==> src/rtl/dff_chain_pkg.sv <==
// Shared types and helpers for the DFF chain controller.
// Optional consistency check is enabled by defining DFF_CHAIN_CHK_EN.
package dff_chain_pkg;

    typedef enum logic [1:0] {
        IDLE  = 2'd0,
        SHIFT = 2'd1,
        RESP  = 2'd2
    } state_t;

    localparam logic REQ0 = 1'b0;
    localparam logic REQ1 = 1'b1;

    // Counter must hold WIDTH+DEPTH-1; never narrower than one bit.
    function automatic int cnt_width(input int width, input int depth);
        return (width + depth > 2) ? $clog2(width + depth) : 1;
    endfunction

endpackage

==> src/rtl/rr_arb2.sv <==
// Two-way round-robin arbiter: a lone valid wins, a tie goes to the
// requester that was not granted last.
module rr_arb2
    import dff_chain_pkg::*;
(
    input  logic [1:0] valid,
    input  logic       last_grant,
    input  logic       enable,
    output logic [1:0] grant,
    output logic       grant_id
);

    always_comb begin
        grant    = 2'b00;
        grant_id = REQ0;
        if (enable && (valid != 2'b00)) begin
            if (valid == 2'b11) begin
                grant_id = ~last_grant;
            end else if (valid[1]) begin
                grant_id = REQ1;
            end else begin
                grant_id = REQ0;
            end
            grant = (grant_id == REQ1) ? 2'b10 : 2'b01;
        end
    end

endmodule

==> src/rtl/dff_chain_ctrl.sv <==
// Shares one serial DFF delay chain between two requesters: serialises a word
// LSB-first, deserialises the echo. Define DFF_CHAIN_CHK_EN for chk_err.
module dff_chain_ctrl
    import dff_chain_pkg::*;
#(
    parameter int WIDTH = 8,
    parameter int DEPTH = 4
) (
    input  logic             clk,
    input  logic             rstn,
    input  logic             req0_valid,
    input  logic [WIDTH-1:0] req0_data,
    output logic             req0_ready,
    input  logic             req1_valid,
    input  logic [WIDTH-1:0] req1_data,
    output logic             req1_ready,
    output logic             chain_d,
    input  logic             chain_q,
    output logic             rsp_valid,
    output logic [WIDTH-1:0] rsp_data,
    output logic             rsp_id,
    input  logic             rsp_ready,
`ifdef DFF_CHAIN_CHK_EN
    output logic             chk_err,
`endif
    output logic             busy
);

    localparam int CNT_W = cnt_width(WIDTH, DEPTH);
    localparam logic [CNT_W-1:0] CNT_LAST     = CNT_W'(WIDTH + DEPTH - 1);
    localparam logic [CNT_W-1:0] CNT_TX_END   = CNT_W'(WIDTH);
    localparam logic [CNT_W-1:0] CNT_RX_START = CNT_W'(DEPTH);

    state_t           state;
    state_t           state_next;
    logic [CNT_W-1:0] cnt;
    logic [WIDTH-1:0] tx_shift;
    logic [WIDTH-1:0] rx_shift;
    logic [WIDTH-1:0] rx_next;
    logic             last_grant;
    logic             id_q;
    logic [1:0]       grant;
    logic             grant_id;
    logic             accept;

    // Handshakes: a word moves when valid && ready on a rising edge. Requesters
    // hold valid/data until ready; ready is only ever high in IDLE. The response
    // is held in RESP until rsp_valid && rsp_ready.
    rr_arb2 u_arb (
        .valid      ({req1_valid, req0_valid}),
        .last_grant (last_grant),
        .enable     (state == IDLE),
        .grant      (grant),
        .grant_id   (grant_id)
    );

    assign req0_ready = rstn & grant[0];
    assign req1_ready = rstn & grant[1];
    assign accept     = |grant;

    assign chain_d   = ((state == SHIFT) && (cnt < CNT_TX_END)) ? tx_shift[0] : 1'b0;
    assign rsp_valid = (state == RESP);
    assign rsp_data  = rx_shift;
    assign rsp_id    = id_q;
    assign busy      = (state != IDLE);

    always_comb begin
        rx_next          = rx_shift >> 1;
        rx_next[WIDTH-1] = chain_q;
    end

    always_comb begin
        state_next = state;
        case (state)
            IDLE:    if (accept) state_next = SHIFT;
            SHIFT:   if (cnt == CNT_LAST) state_next = RESP;
            RESP:    if (rsp_ready) state_next = IDLE;
            default: state_next = IDLE;
        endcase
    end

    always_ff @(posedge clk or negedge rstn) begin
        if (!rstn) begin
            state      <= IDLE;
            cnt        <= '0;
            tx_shift   <= '0;
            rx_shift   <= '0;
            last_grant <= REQ1;
            id_q       <= REQ0;
        end else begin
            state <= state_next;
            case (state)
                IDLE: begin
                    if (accept) begin
                        tx_shift   <= (grant_id == REQ1) ? req1_data : req0_data;
                        id_q       <= grant_id;
                        last_grant <= grant_id;
                        cnt        <= '0;
                    end
                end
                SHIFT: begin
                    tx_shift <= tx_shift >> 1;
                    // The first transmitted bit reaches chain_q DEPTH cycles later.
                    if (cnt >= CNT_RX_START) begin
                        rx_shift <= rx_next;
                    end
                    cnt <= (cnt == CNT_LAST) ? '0 : cnt + CNT_W'(1);
                end
                default: ;
            endcase
        end
    end

`ifdef DFF_CHAIN_CHK_EN
    logic [WIDTH-1:0] tx_copy;

    always_ff @(posedge clk or negedge rstn) begin
        if (!rstn) begin
            tx_copy <= '0;
        end else if ((state == IDLE) && accept) begin
            tx_copy <= (grant_id == REQ1) ? req1_data : req0_data;
        end
    end

    assign chk_err = (state == RESP) && (rx_shift != tx_copy);
`endif

endmodule

==> config.mk <==
export PLATFORM = sky130hd
export DESIGN_NAME = dff_chain_ctrl
export DESIGN_NICKNAME = d
export VERILOG_FILES = /design/src/rtl/dff_chain_pkg.sv /design/src/rtl/rr_arb2.sv /design/src/rtl/dff_chain_ctrl.sv
export SDC_FILE = /design/constraint.sdc
export NUM_CORES = 1
export LEC_CHECK = 0
export ABC_AREA = 1
export CAP_MARGIN = 20
export CORE_MARGIN = 3
export CORE_UTILIZATION = 42
export CTS_CLUSTER_DIAMETER = 50
export DETAILED_ROUTE_END_ITERATION = 10
export GPL_ROUTABILITY_DRIVEN = 1
export HOLD_SLACK_MARGIN = 0.08
export PLACE_DENSITY = 0.76
export SLEW_MARGIN = 30
export SYNTH_ARGS = -nofsm -noshare
export SYNTH_HDL_FRONTEND = slang
export SYNTH_HIERARCHICAL = 1
export SYNTH_SLANG_ARGS = --single-unit
==> constraint.sdc <==
create_clock -name clk -period 1.75 [get_ports clk]
set_clock_uncertainty 0.2 [all_clocks]
set_input_delay 0.4375 -clock clk [delete_from_list [all_inputs] [get_ports clk]]
set_output_delay 0.4375 -clock clk [all_outputs]
set_load 0.05 [all_outputs]
**Word level (Yosys, flattened, before mapping)**

Cells that the tools add are included.
Widths: inputs -> output; s select.

- Add/sub/neg operators: 1
- $lt $le $gt $ge: 2
- Equality and inequality tests: 7
- Muxes and demuxes: 17
- Bitwise logic cells: 3
- Reduce and logical (&&, ||, !) cells: 11

Operator list:

| cell | count |
|---|---|
| $mux 8 | 2 |
| $pmux 8 s2 | 1 |
| $mux 2 | 5 |
| $mux 4 | 2 |
| $pmux 4 s2 | 1 |
| $pmux 2 s3 | 1 |
| $reduce_and 2->1 | 3 |
| $reduce_bool 2->1 | 3 |
| $mux 1 | 5 |
| $add 4x1->4 const B | 1 |
| $eq 2x2->1 const B | 2 |
| $eq 4x4->1 const B | 1 |
| $ge 4x3->1 const B | 1 |
| $lt 4x4->1 const B | 1 |
| $ne 2x1->1 const B | 2 |
| $reduce_and 3->1 | 1 |
| $and 1x1->1 | 2 |
| $eq 2x1->1 const B | 1 |
| $logic_and 1x1->1 | 2 |
| $logic_not 2->1 | 1 |
| $ne 2x2->1 const B | 1 |
| $reduce_or 2->1 | 1 |
| $not 1->1 | 1 |

- Register bits after elaboration: 24
- Output and inout port bits: 14

**Longest topological paths before layout**

Gate-level depths: netlist of the first run.

- Depth after elaboration: 8
- Depth in mapped cells: 9

**Modules after synthesis**

Netlist of the first run, hierarchy kept.

By module, submodules not included:

| module | times used | cells an instance | area each (um^2) | seq. area each (um^2) |
|---|---|---|---|---|
| dff_chain_ctrl | 1 | 159 | 1243.7 | 601.8 |
| rr_arb2 | 1 | 6 | 28.8 | 0.0 |

**Least setup slack after synthesis of the first run**

No wires, ideal clock.

- Kind: register to output
- Start point: reg state[1]
- End point: out chain_d
- Arrival: 1415 ps
- Setup slack: -303 ps
- Cell stages (with the launch flop): 5
- Buffers on the path: 1
- Cell sequence: dfrtp_1 > nor2_4 > inv_2 > buf_2 > nor2_1

- Cells in the longest elaborated chain, start to end: 3

Ends and longest elaborated chain:

| what | RTL line | text |
|---|---|---|
| start, declared | dff_chain_ctrl.sv:34 | `state_t state;` |
| start signal, assigned | dff_chain_ctrl.sv:91 | `state <= state_next;` |
| $eq 2x1->1 | dff_chain_ctrl.sv:61 | `assign chain_d = ((state == SHIFT) && (cnt < CNT_TX_END)) ? tx_shift[0] : 1'b0;` |
| $logic_and 1x1->1 | dff_chain_ctrl.sv:61 |  |
| $mux 1 | dff_chain_ctrl.sv:61 |  |
| end, declared | dff_chain_ctrl.sv:17 | `output logic chain_d,` |

Every way passes these cells.

**Final worst setup path of the first run**

- Start point: reg state[0]
- End point: out req0_ready

- Cells in the longest elaborated chain, start to end: 4

Ends and longest elaborated chain:

| what | RTL line | text |
|---|---|---|
| $logic_not 2->1 | dff_chain_ctrl.sv:52 | `.enable (state == IDLE),` |
| $logic_and 1x1->1 | rr_arb2.sv:16 | `if (enable && (valid != 2'b00)) begin` |
| $mux 2 | rr_arb2.sv:16 |  |
| via grant[0] | dff_chain_ctrl.sv:42 | `logic [1:0] grant;` |
| $and 1x1->1 | dff_chain_ctrl.sv:57 | `assign req0_ready = rstn & grant[0];` |
| end, declared | dff_chain_ctrl.sv:13 | `output logic req0_ready,` |

The timed path passes the listed nets, and every way through them passes these cells.

==> run summary, run 1 <==
The flow ran to the end, but the final reports show violations. The final reports fail on setup timing. The detail-routed net length per standard cell was 13.7 microns; the detailed-placement wirelength estimate was 2.22 mm. Insertion delay to the later sink of the worst-skew pair: 0.30 ns.

Across all hold checks on the routed design, the worst slack comes to 0.320 ns. The via count of the first global-routing pass was 1281; the minimum setup slack after placement was -0.378 ns. The die width was 61.0 microns. The count of H-tree levels built during CTS came out at 1. The number of routed nets with antenna violations is 0. After synthesis the netlist holds a flip-flop and latch count of 24. The final cycle utilization of the critical path works out to 1.20.

The count of routing violations after the opening detailed-route iteration is 37. The run gives 3 as the TritonCTS buffer count. The worst register-to-register path ends at tx_shift[1].

A synthesized cell averages 7.71 sq um. No sink is reached through more buffers than the 2 on the longest clock path. After detailed routing, the number of vias per cell comes to 5.08. The maximum single-stage delay on the critical path is 0.43 ns, and the final count of pins violating max slew is 0.

In the post-synthesis netlist, the biggest area contributors are sky130_fd_sc_hd__dfrtp_1 (45%), sky130_fd_sc_hd__nand2_1 (17%), sky130_fd_sc_hd__inv_1 (6.8%). The run gives 5.46 mm as the first-pass GRT wire length. Setup repair after global routing could not meet its margin everywhere. Endpoint with the worst hold slack: tx_shift[7]. The run gives 13 as the setup violation total in the final timing report. The number of antenna repair diodes is 0. Number of violations of the max-capacitance limit: 0. The hold violation count in the final report came out at 0. The run gives 22 as the distinct cell type count after synthesis. The worst setup path is captured at a primary output. Together, buffers and inverters on the worst path number 2. The share of final-layout standard cells stronger than drive strength 1 works out to 0.359.

The number of I/O port buffers was 35. The worst register-to-register path has a depth of 9. The internal reg-to-reg setup slack was -0.05 ns; the met1 usage was 0.237. The run gives 3730 sq um as the die outline area. The startpoint type of the worst setup path is a flip-flop. Cell family with the largest share of critical-path delay: flip-flops. For this block, the via count after detailed routing is 1260.

Compared with the post-synthesis result, the final layout area differs by 68.6%. The worst setup path is of the flip-flop to primary output kind. Effective utilization at floorplan: 0.450. The core area was 2830 sq um; the cell depth of the worst min-delay path was 2. The total number of placement rows was 19; the total number of yosys warnings was 6. The share of Yosys cell area claimed by the top area cell type was 0.452; the final RePlAce weighted congestion was 0.727. The met2 usage in global routing was 0.361; the number of cells in the finished layout apart from fillers was 248.

The timing-limited maximum frequency came out at 476 MHz. Source of the worst hold timing path: tx_shift[7]. The number of fill cells in the layout was 187.

The overall fraction of global-route tracks in use came out at 0.197. Once placement completed, the tool counted placed cells totaling 233. The power per unit of standard cell area was 1810 nW/um^2. In this run the worst hold path is classified as flip-flop to flip-flop. Minimum clock period after layout: 2.10 ns.

For the pin with the worst max-slew slack, the measured transition is 0.499 ns. The leakage power summed over all cells is 1.01 nW, and the number of remaining DRC errors is 0. For this run, the detailed router's first-pass iteration total came to 5. For this design, the CTS-stage hold fixing added 0 buffers. The vertical extent of the die is 61.0 microns, and the clock transition time at the flip-flop clock pins of the worst setup and hold paths is 0.13 ns. The post-synthesis instance area came out at 1270 sq um. The critical path goes through nor2_4, nand2_1, a21oi_2, nand2_2, clkinvlp_4, buf_12. Wires add up to 3.39 mm. The run gives 0.473 as the share of synthesized area occupied by flip-flops and latches. Leaving out fill and tap cells, the most frequent cells in the layout are sky130_fd_sc_hd__nand2_1 (53), sky130_fd_sc_hd__dfrtp_1 (23), sky130_fd_sc_hd__inv_1 (20), sky130_fd_sc_hd__clkdlybuf4s50_1 (19), sky130_fd_sc_hd__buf_12 (15). The global-route congestion overflow total is 0. Entering global routing, the biggest net connects 25 pins.

Synthesis produced a netlist with a net count of 188. Of all nets on the critical path, the largest fanout is 3. The synthesized design spends more area on one cell type than any other, namely sky130_fd_sc_hd__dfrtp_1. The final layout contains 241 nets.

The number of antenna violations at the first check in global routing was 0; the number of placed I/O pins was 36. The library cell used most frequently in the layout, excluding fill and tap cells, is sky130_fd_sc_hd__nand2_1. Most congested layer reported by global routing: met2. After technology mapping, the gate count stands at 165. TritonCTS built the clock tree.

For the worst setup path, the data required time is 1.11 ns. In this run the critical register-to-register path is launched from state[0]. The global-route track usage on met3 came out at 0.0210.

The master of the slowest instance on the critical path is sky130_fd_sc_hd__dfrtp_1. The worst relative slew slack came out at 0.666. Across the VDD grid, the largest voltage drop is 0.00107 V. Clock tree synthesis selected as its root buffer the cell sky130_fd_sc_hd__clkbuf_4. The tools report the data arrival at the endpoint of the critical path as 1.47 ns. For the worst setup margin, the log shows -0.353 ns. The clock sink count was 24.
-- Yosys cell counts --
master,n
sky130_fd_sc_hd__nor2_4,2
sky130_fd_sc_hd__o21ai_2,9
sky130_fd_sc_hd__a21oi_1,3
sky130_fd_sc_hd__clkbuf_2,1
sky130_fd_sc_hd__inv_2,2
sky130_fd_sc_hd__nand4_1,2
sky130_fd_sc_hd__nor2_1,4
sky130_fd_sc_hd__inv_1,23
sky130_fd_sc_hd__dfrtp_1,23
sky130_fd_sc_hd__buf_4,1
sky130_fd_sc_hd__nor2_2,1
sky130_fd_sc_hd__buf_2,4
sky130_fd_sc_hd__nand3_1,17
sky130_fd_sc_hd__or2_2,1
sky130_fd_sc_hd__nand3b_1,1
sky130_fd_sc_hd__o211ai_1,1
sky130_fd_sc_hd__buf_6,1
sky130_fd_sc_hd__nand2_1,57
sky130_fd_sc_hd__dfstp_2,1
sky130_fd_sc_hd__o21ai_1,1
sky130_fd_sc_hd__o21ai_0,9
sky130_fd_sc_hd__ha_1,1
-- timing repair --
action / in CTS / in global routing
endpoints found under the setup margin: 14 / 27
cloned: 1 / 0
resized for setup: 34 / 13
pin swaps: 7 / 3
buffers inserted: 19 / 5
-- worst max-delay path by stage --
stage                from         end  slack (ns)  cells after the start
2_1_floorplan    state[0]  req1_ready      -0.005                      6
3_3_place_gp   req0_valid  req0_ready       -0.33                      6
3_5_place_dp   req1_valid      cnt[3]       -0.38                      8
4_1_cts          state[1]  req0_ready       -0.30                      6
5_1_grt          state[1]  req0_ready       -0.43                      6
6_report         state[0]  req0_ready       -0.35                      6
-- cell families after synthesis --
family | after synthesis | share of synthesized area
buf+inv | 32 | 0.108
fa+ha+maj | 1 | 0.00983
simple gates | 85 | 0.290
compound gates | 23 | 0.119
flops | 24 | 0.473
-- per-layer routing --
metal | vias up | wire, microns
met1 | 587 | 1350
met3 | 8 | 161
met2 | 46 | 1790
met4 | 0 | 87
met5 | - | 0
li1 | 619 | -
-- layout make-up --
cell class	count	area (sq um)	share of cell area
Multi-Input combinational cell	109	676	0.315
Timing Repair Buffer	55	684	0.319
Tap cell	31	38.8	0.0181
Clock buffer	4	36.3	0.0169
Sequential cell	24	602	0.280
Inverter	25	109	0.0507
-- worst register-to-register path: stages (launching register included) --
cell and delay [ns]:
sky130_fd_sc_hd__dfrtp_1 0.43, sky130_fd_sc_hd__nor2_4 0.15, sky130_fd_sc_hd__nand2_2 0.09, sky130_fd_sc_hd__a21oi_4 0.16, sky130_fd_sc_hd__buf_4 0.16, sky130_fd_sc_hd__buf_8 0.12, sky130_fd_sc_hd__o21ai_4 0.08, sky130_fd_sc_hd__buf_6 0.13
sky130_fd_sc_hd__nand3_1 0.07, sky130_fd_sc_hd__nand3_1 0.09
-- flip-flops by register name, summed over array words and instances, names as in the netlist --
name        cells
last_grant      1
rsp_id          1
tx_shift        8
rsp_data        8
cnt             4
state           2
-- stage by stage --
step	utilization	cell area [sq um]	power (mW)	setup TNS, ns
after floorplan	-	1300	2.23	-0.00528
after global placement	0.658	1860	3.02	-4.50
after detailed placement	0.658	1860	3.11	-5.70
after CTS	0.734	2080	3.71	-1.38
after global routing	0.759	2150	4.11	-2.70
final	0.759	2150	3.87	-1.43
-- power breakdown --
part	leakage [nW]	total (mW)	switching, mW	internal (mW)
Clock	0.0210	0.285	0.158	0.127
Sequential	0.306	1.05	0.261	0.793
Combinational	0.682	2.54	1.38	1.16
Total	1.01	3.87	1.80	2.08
No activity file was read; power rests on OpenSTA's default activity.
==> inputs of run 2 (changes only) <==
--- a/config.mk
+++ b/config.mk
@@ -14,6 +14,7 @@
 export GPL_ROUTABILITY_DRIVEN = 1
 export HOLD_SLACK_MARGIN = 0.08
 export PLACE_DENSITY = 0.76
+export SKIP_LAST_GASP = 1
 export SLEW_MARGIN = 30
 export SYNTH_ARGS = -nofsm -noshare
 export SYNTH_HDL_FRONTEND = slang
==> run summary, run 2 (synthesized netlist as in run 1, its figures left out) <==
The worst relative slew slack is 0.650, and the die width is 61.0 microns. The first global-routing pass estimated 5.61 mm of wire. The minimum setup slack after placement was -0.378 ns; the placed instance count was 233.

The floorplan step defined a die boundary enclosing 3730 sq um. Traced cell by cell, the critical path runs through nor2_4, nand2_2, a21oi_2, nand2_2, clkinvlp_4, buf_12. The detail-routed net length per standard cell was 16.7 microns.

After clock tree synthesis, the clock-pin slew on the worst setup and hold paths is 0.14 ns. Timing would allow up to 474 MHz. The highest ir drop seen on vdd was 0.00129 V. The critical path in this run is classified as flip-flop to primary output.

The via count normalized by instance count came out at 5.43. The share of final-layout standard cells stronger than drive strength 1 is 0.436, and the TritonCTS buffer count is 3. Summed over all nets, the half-perimeter wirelength after detailed placement is 2.22 mm. The number of fill cells in the layout was 168. Setup repair after global routing could not meet its margin everywhere. Across the run, the number of max-cap violations was 0. For the leakage power summed over all cells, the log shows 1.05 nW. Registers take 603 sq um. The maximum single-stage delay on the critical path works out to 0.43 ns. The tools report the largest net degree at the start of global routing as 25. The power per unit of standard cell area works out to 1860 nW/um^2. The most numerous cell type found on the critical path is sky130_fd_sc_hd__nand2_2.

The run gives -0.361 ns as the worst setup margin. Final cycle utilization of the critical path: 1.21. The total number of placement rows was 19. The logs give 0.205 for the overall fraction of global-route tracks in use and 1.11 ns for the data required time at the worst endpoint. The clock root buffer master is sky130_fd_sc_hd__clkbuf_4. The total overflow left after global routing is 0. The logs give 0 for the final count of pins violating max slew and 0.32 ns for the insertion delay to the later sink of the worst-skew pair. The flow ran to the end, but the final reports show violations.

For the area taken by multi-input logic gates, the log shows 748 sq um. 36 I/O pins were placed. The logs give 1363 for the vias after detailed routing and 0.358 ns for the final hold slack.

The master of the slowest instance on the critical path was sky130_fd_sc_hd__dfrtp_1. The via count of the first global-routing pass was 1322. The tightest min-delay check is of the flip-flop to flip-flop type. The clock passes through at most 2 buffers. 0 antenna diodes ended up in the layout. The run gives -2.90 ns as the accumulated negative setup slack.

The hold violation count in the final report was 0. The routed design has 4.20 mm of wire. For this design, the CTS-stage hold fixing added 0 buffers. After the last flow step, the layout net total stands at 244. For the number of antenna violations at the first check in global routing, the log shows 0. The commonest non-fill, non-tap cell in the layout is sky130_fd_sc_hd__nand2_1.

The cell family with the largest share of critical-path delay was flip-flops. The region available for standard cell placement spans 2830 sq um. Buffers placed on the I/O ports in this run total 35. CTS saw 24 sinks. The minimum clock period after layout works out to 2.11 ns.

TritonCTS built the clock tree. The detail route stage leaves a number of antenna-violating nets equal to 0. Leaving out filler cells and counting taps, the final layout contains 251.

The data arrival at the endpoint of the critical path was 1.47 ns; the buffer and inverter count on the worst path was 2. The synthesis-to-finish area growth was 76.0%; the setup violation total in the final timing report was 20. In the layout the commonest cells are sky130_fd_sc_hd__nand2_1 (46), sky130_fd_sc_hd__dfrtp_1 (22), sky130_fd_sc_hd__inv_1 (20), sky130_fd_sc_hd__clkdlybuf4s50_1 (19), sky130_fd_sc_hd__buf_12 (15). The logs give 1 for the count of H-tree levels built during CTS and 60 for the count of routing violations after the opening detailed-route iteration. The run gives 0.792 as the post-route core utilization.

The largest fanout of any net on the critical path is 3, and the number of remaining DRC errors is 0. STA classifies the critical path startpoint as a flip-flop. The effective utilization at floorplan is 0.450. The final reports fail on setup timing.

The congestion estimate from routability-driven global placement came to 0.727. The capturing element type of the critical path is a primary output. The pre-antenna-repair detailed-routing pass consisted of 4 iterations. For the pin with the worst max-slew slack, the measured transition is 0.525 ns. The vertical extent of the die was 61.0 microns.
## run 2: cell count changes in the layout (fill, tap and decap cells not counted), moves of 2 or more
cell / change
sky130_fd_sc_hd__o21ai_0: -2
sky130_fd_sc_hd__nand2_1: -7
sky130_fd_sc_hd__nand3_1: -6
sky130_fd_sc_hd__nand3_2: +5
sky130_fd_sc_hd__nand2_2: +7
sky130_fd_sc_hd__o21ai_2: +2
sky130_fd_sc_hd__buf_6: +4
## run 2: worst paths after layout
kind	start	endpoint	slack, ns	cells after the start
setup / recovery	state[0]	req0_ready	-0.36	6
hold / removal	tx_shift[4]	tx_shift[3]	0.36	2
setup reg to reg	last_grant	tx_shift[5]	-0.17	9
hold reg to reg	tx_shift[4]	tx_shift[3]	0.36	2
max in group asynchronous	rstn	last_grant	0.61	2
min in group asynchronous	rstn	tx_shift[0]	0.46	2
## run 2: layout make-up
cell class,instances,area share
sequential,24,0.269
inverter,25,0.0475
timing repair buffer,57,0.316
multi-input combinational,110,0.334
clock buffer,4,0.0162
tap,31,0.0173
## run 2: metrics by stage
step,power (mW),cell area [sq um]
after floorplan,2.23,1300
after global placement,3.02,1860
after detailed placement,3.11,1860
after CTS,3.69,2060
after global routing,4.38,2240
final,4.17,2240
## run 2: tightest hold or removal path: cells and delay by family, from the launching register on
kind / cells / cell delay [ns]
DFF: 1 / 0.40
and+or+nand+nor: 2 / 0.14
## run 2: layer usage
layer | routed length [microns] | global-route usage | up-vias | part of all wire
met4 | 127 | 0.118 | 0 | 0.030
met1 | 1600 | 0.235 | 674 | 0.38
met3 | 197 | 0.0294 | 10 | 0.047
met5 | 0 | 0 | - | 0
met2 | 2280 | 0.361 | 51 | 0.54
li1 | - | - | 628 | -
## run 2: power by group
part           switching [mW]  internal [mW]  total [mW]
Clock                   0.175          0.127       0.302
Sequential              0.299          0.794        1.09
Combinational            1.53           1.24        2.77
## run 2: what timing repair did
item	in CTS	in global routing
gates resized for setup	30	36
endpoints found under the setup margin	14	28
gates cloned	1	1
setup buffers	19	6
pin swaps	7	10
==> inputs of run 3 (changes only) <==
--- a/config.mk
+++ b/config.mk
@@ -8,14 +8,15 @@
 export ABC_AREA = 1
 export CAP_MARGIN = 20
 export CORE_MARGIN = 3
-export CORE_UTILIZATION = 42
+export CORE_UTILIZATION = 44
+export CTS_BUF_LIST = sky130_fd_sc_hd__clkbuf_8
 export CTS_CLUSTER_DIAMETER = 50
 export DETAILED_ROUTE_END_ITERATION = 10
 export GPL_ROUTABILITY_DRIVEN = 1
 export HOLD_SLACK_MARGIN = 0.08
-export PLACE_DENSITY = 0.76
+export PLACE_DENSITY = 0.78
 export SKIP_LAST_GASP = 1
-export SLEW_MARGIN = 30
+export SLEW_MARGIN = 20
 export SYNTH_ARGS = -nofsm -noshare
 export SYNTH_HDL_FRONTEND = slang
 export SYNTH_HIERARCHICAL = 1
==> run summary, run 3 (synthesized netlist as in run 1, its figures left out) <==
The worst hold path class was flip-flop to flip-flop. The count of buffers added on input and output ports is 35. The fraction of power consumed by combinational cells was 0.630; the core area was 2610 sq um. The tools report the accumulated negative setup slack as -3.03 ns.

Counting I/O delays and the setup requirement, the final critical path takes 2.07 ns. Final cycle utilization of the critical path: 1.18. The worst setup margin is -0.316 ns, and the count of H-tree levels built during CTS is 1.

For the leakage power summed over all cells, the log shows 1.08 nW. For the number of antenna violations at the first check in global routing, the log shows 0. Power spread over the standard cell area amounts to 1920 nW/um^2. The vias after detailed routing is 1366. The share of final-layout standard cells stronger than drive strength 1 was 0.407; the die outline area was 3570 sq um. The run gives 0.638 as the worst relative slew slack. The critical path in this run is classified as flip-flop to primary output. The logs give 0 for the global-route congestion overflow total and 0.27 ns for the insertion delay to the later sink of the worst-skew pair. The effective utilization at floorplan was 0.487.

Counting the fill cells in the layout gives 126. Leaving out fill and tap cells, the most frequent cell in the layout is sky130_fd_sc_hd__nand2_1. The final reports fail on setup timing.

STA classifies the critical path endpoint as a primary output. The count of nets left with antenna violations once routing finished came out at 0. TritonCTS built the clock tree.

Timing-limited maximum frequency: 484 MHz. The clock network fraction of total power was 0.118; the wire length after detailed routing was 4.19 mm. The count of nets after finishing came out at 240.

The TritonCTS buffer count is 3, and the number of antenna repair diodes is 0. The tools report the count of hold-fix buffers inserted at cts as 0. Detailed placement finished with a half-perimeter wire length of 2.28 mm.

The via count of the first global-routing pass is 1368, and the clock transition time at the flip-flop clock pins of the worst setup and hold paths is 0.09 ns. From left edge to right edge, the die measures 59.8 microns. The switching portion of total power was 0.466.

For this design the top-level I/O count stands at 36. Setup violations remaining at the end of the flow were counted as 20. Row generation in the floorplan step produced 18 rows.

The largest buffer count on any clock path came out at 2. The logs give 0.252 for the sequential share of power and 0.773 for the final RePlAce weighted congestion. For the pin with the worst max-slew slack, the measured transition is 0.541 ns. The run gives 0.351 ns as the final hold slack. The hold violation count in the final report came out at 0. The tools report the count of routing violations after the opening detailed-route iteration as 87.

The clock sink count came out at 24. For the worst setup path, the data arrival time is 1.43 ns. Internal reg-to-reg setup slack: -0.23 ns. Across the VDD grid, the largest voltage drop is 0.00173 V.

The run finished, with violations left. The run gives 1.98 mW as the net switching power of the design. Setup repair after global routing could not meet its margin everywhere. The first detailed-routing pass took 4 iterations. From synthesis to final layout, the design area changed by 73.6%.

For this run, design rule violations remaining after detail routing come to 0. The total chip power was 4.25 mW; the first-pass GRT wire length was 6.01 mm. The finished cells cover 2210 sq um. The via count normalized by instance count works out to 5.55. The tools report the clock root buffer master as sky130_fd_sc_hd__clkbuf_8. Data on the critical path is required at its endpoint by 1.11 ns. The overall fraction of global-route tracks in use was 0.228; the largest net degree at the start of global routing was 25. The final count of pins violating max slew came out at 0.

Cell internal power was estimated by the tool at 2.27 mW. From bottom edge to top edge, the die measures 59.8 microns. In this run the worst path has a maximum fanout of 3. The startpoint type of the worst setup path was a flip-flop. The detail-routed net length per standard cell came out at 17.0 microns. After detailed placement, the total cell area comes to 1880 sq um. The library cells used most frequently in the layout, excluding fill and tap cells, are sky130_fd_sc_hd__nand2_1 (42), sky130_fd_sc_hd__dfrtp_1 (23), sky130_fd_sc_hd__inv_1 (20), sky130_fd_sc_hd__clkdlybuf4s50_1 (19), sky130_fd_sc_hd__buf_12 (15). Max-cap violations in this run came to 0.
==> run 3: cell type report <==
type                    instances  area, sq um  area share
inverters                      25          106      0.0481
clock inverters                 1         30.0      0.0136
repair buffers                 54          673       0.305
clock buffers                   3         41.3      0.0187
flip-flops and latches         24          602       0.272
well taps                      30         37.5      0.0170
multi-input cells             109          719       0.326
==> run 3: repair_timing <==
| action | 4_1_cts | 5_1_grt |
|---|---|---|
| buffers inserted | 7 | 5 |
| cloned | 2 | 0 |
| resized for setup | 15 | 43 |
| setup endpoints to repair | 15 | 24 |
| endpoints found under the hold margin | 0 | 0 |
| pin swaps | 8 | 12 |
==> run 3: metrics by stage <==
stage	std cells	setup slack, ns	util
finish	246	-0.316	0.846
global route	246	-0.367	0.846
CTS	242	-0.269	0.776
detailed placement	234	-0.377	0.718
global placement	234	-0.332	0.718
floorplan	165	-0.00528	-
==> run 3: path summary, 6_finish.rpt <==
| kind | start | endpoint | cells past startpoint |
|---|---|---|---|
| hold reg to reg | tx_shift[3] | tx_shift[2] | 2 |
| min in group asynchronous | rstn | rsp_id | 2 |
| setup reg to reg | state[0] | tx_shift[7] | 11 |
| setup / recovery | state[0] | req0_ready | 6 |
| hold / removal | tx_shift[3] | tx_shift[2] | 2 |
| max in group asynchronous | rstn | last_grant | 2 |
==> run 3: metal layers <==
metal,global-route usage,wire [microns],vias up
met5,0,0,-
met4,0.136,189,0
met3,0.0410,171,17
met2,0.410,2330,56
met1,0.244,1500,678
li1,-,-,615
==> run 3: power groups by stage <==
stage	Clock (mW)	Sequential [mW]	Combinational [mW]
after floorplan	0	1.24	0.986
after global placement	0	1.01	2.05
after detailed placement	0	1.03	2.12
after CTS	0.502	1.02	2.30
after global routing	0.534	1.09	2.82
final	0.503	1.07	2.68
==> run 3: critical path: stages (launching register included) <==
cell	delay, ns
sky130_fd_sc_hd__dfrtp_1	0.42
sky130_fd_sc_hd__nor2_4	0.17
sky130_fd_sc_hd__nand2_1	0.08
sky130_fd_sc_hd__a21oi_2	0.12
sky130_fd_sc_hd__nand2_1	0.10
sky130_fd_sc_hd__clkinvlp_4	0.11
sky130_fd_sc_hd__buf_12	0.14
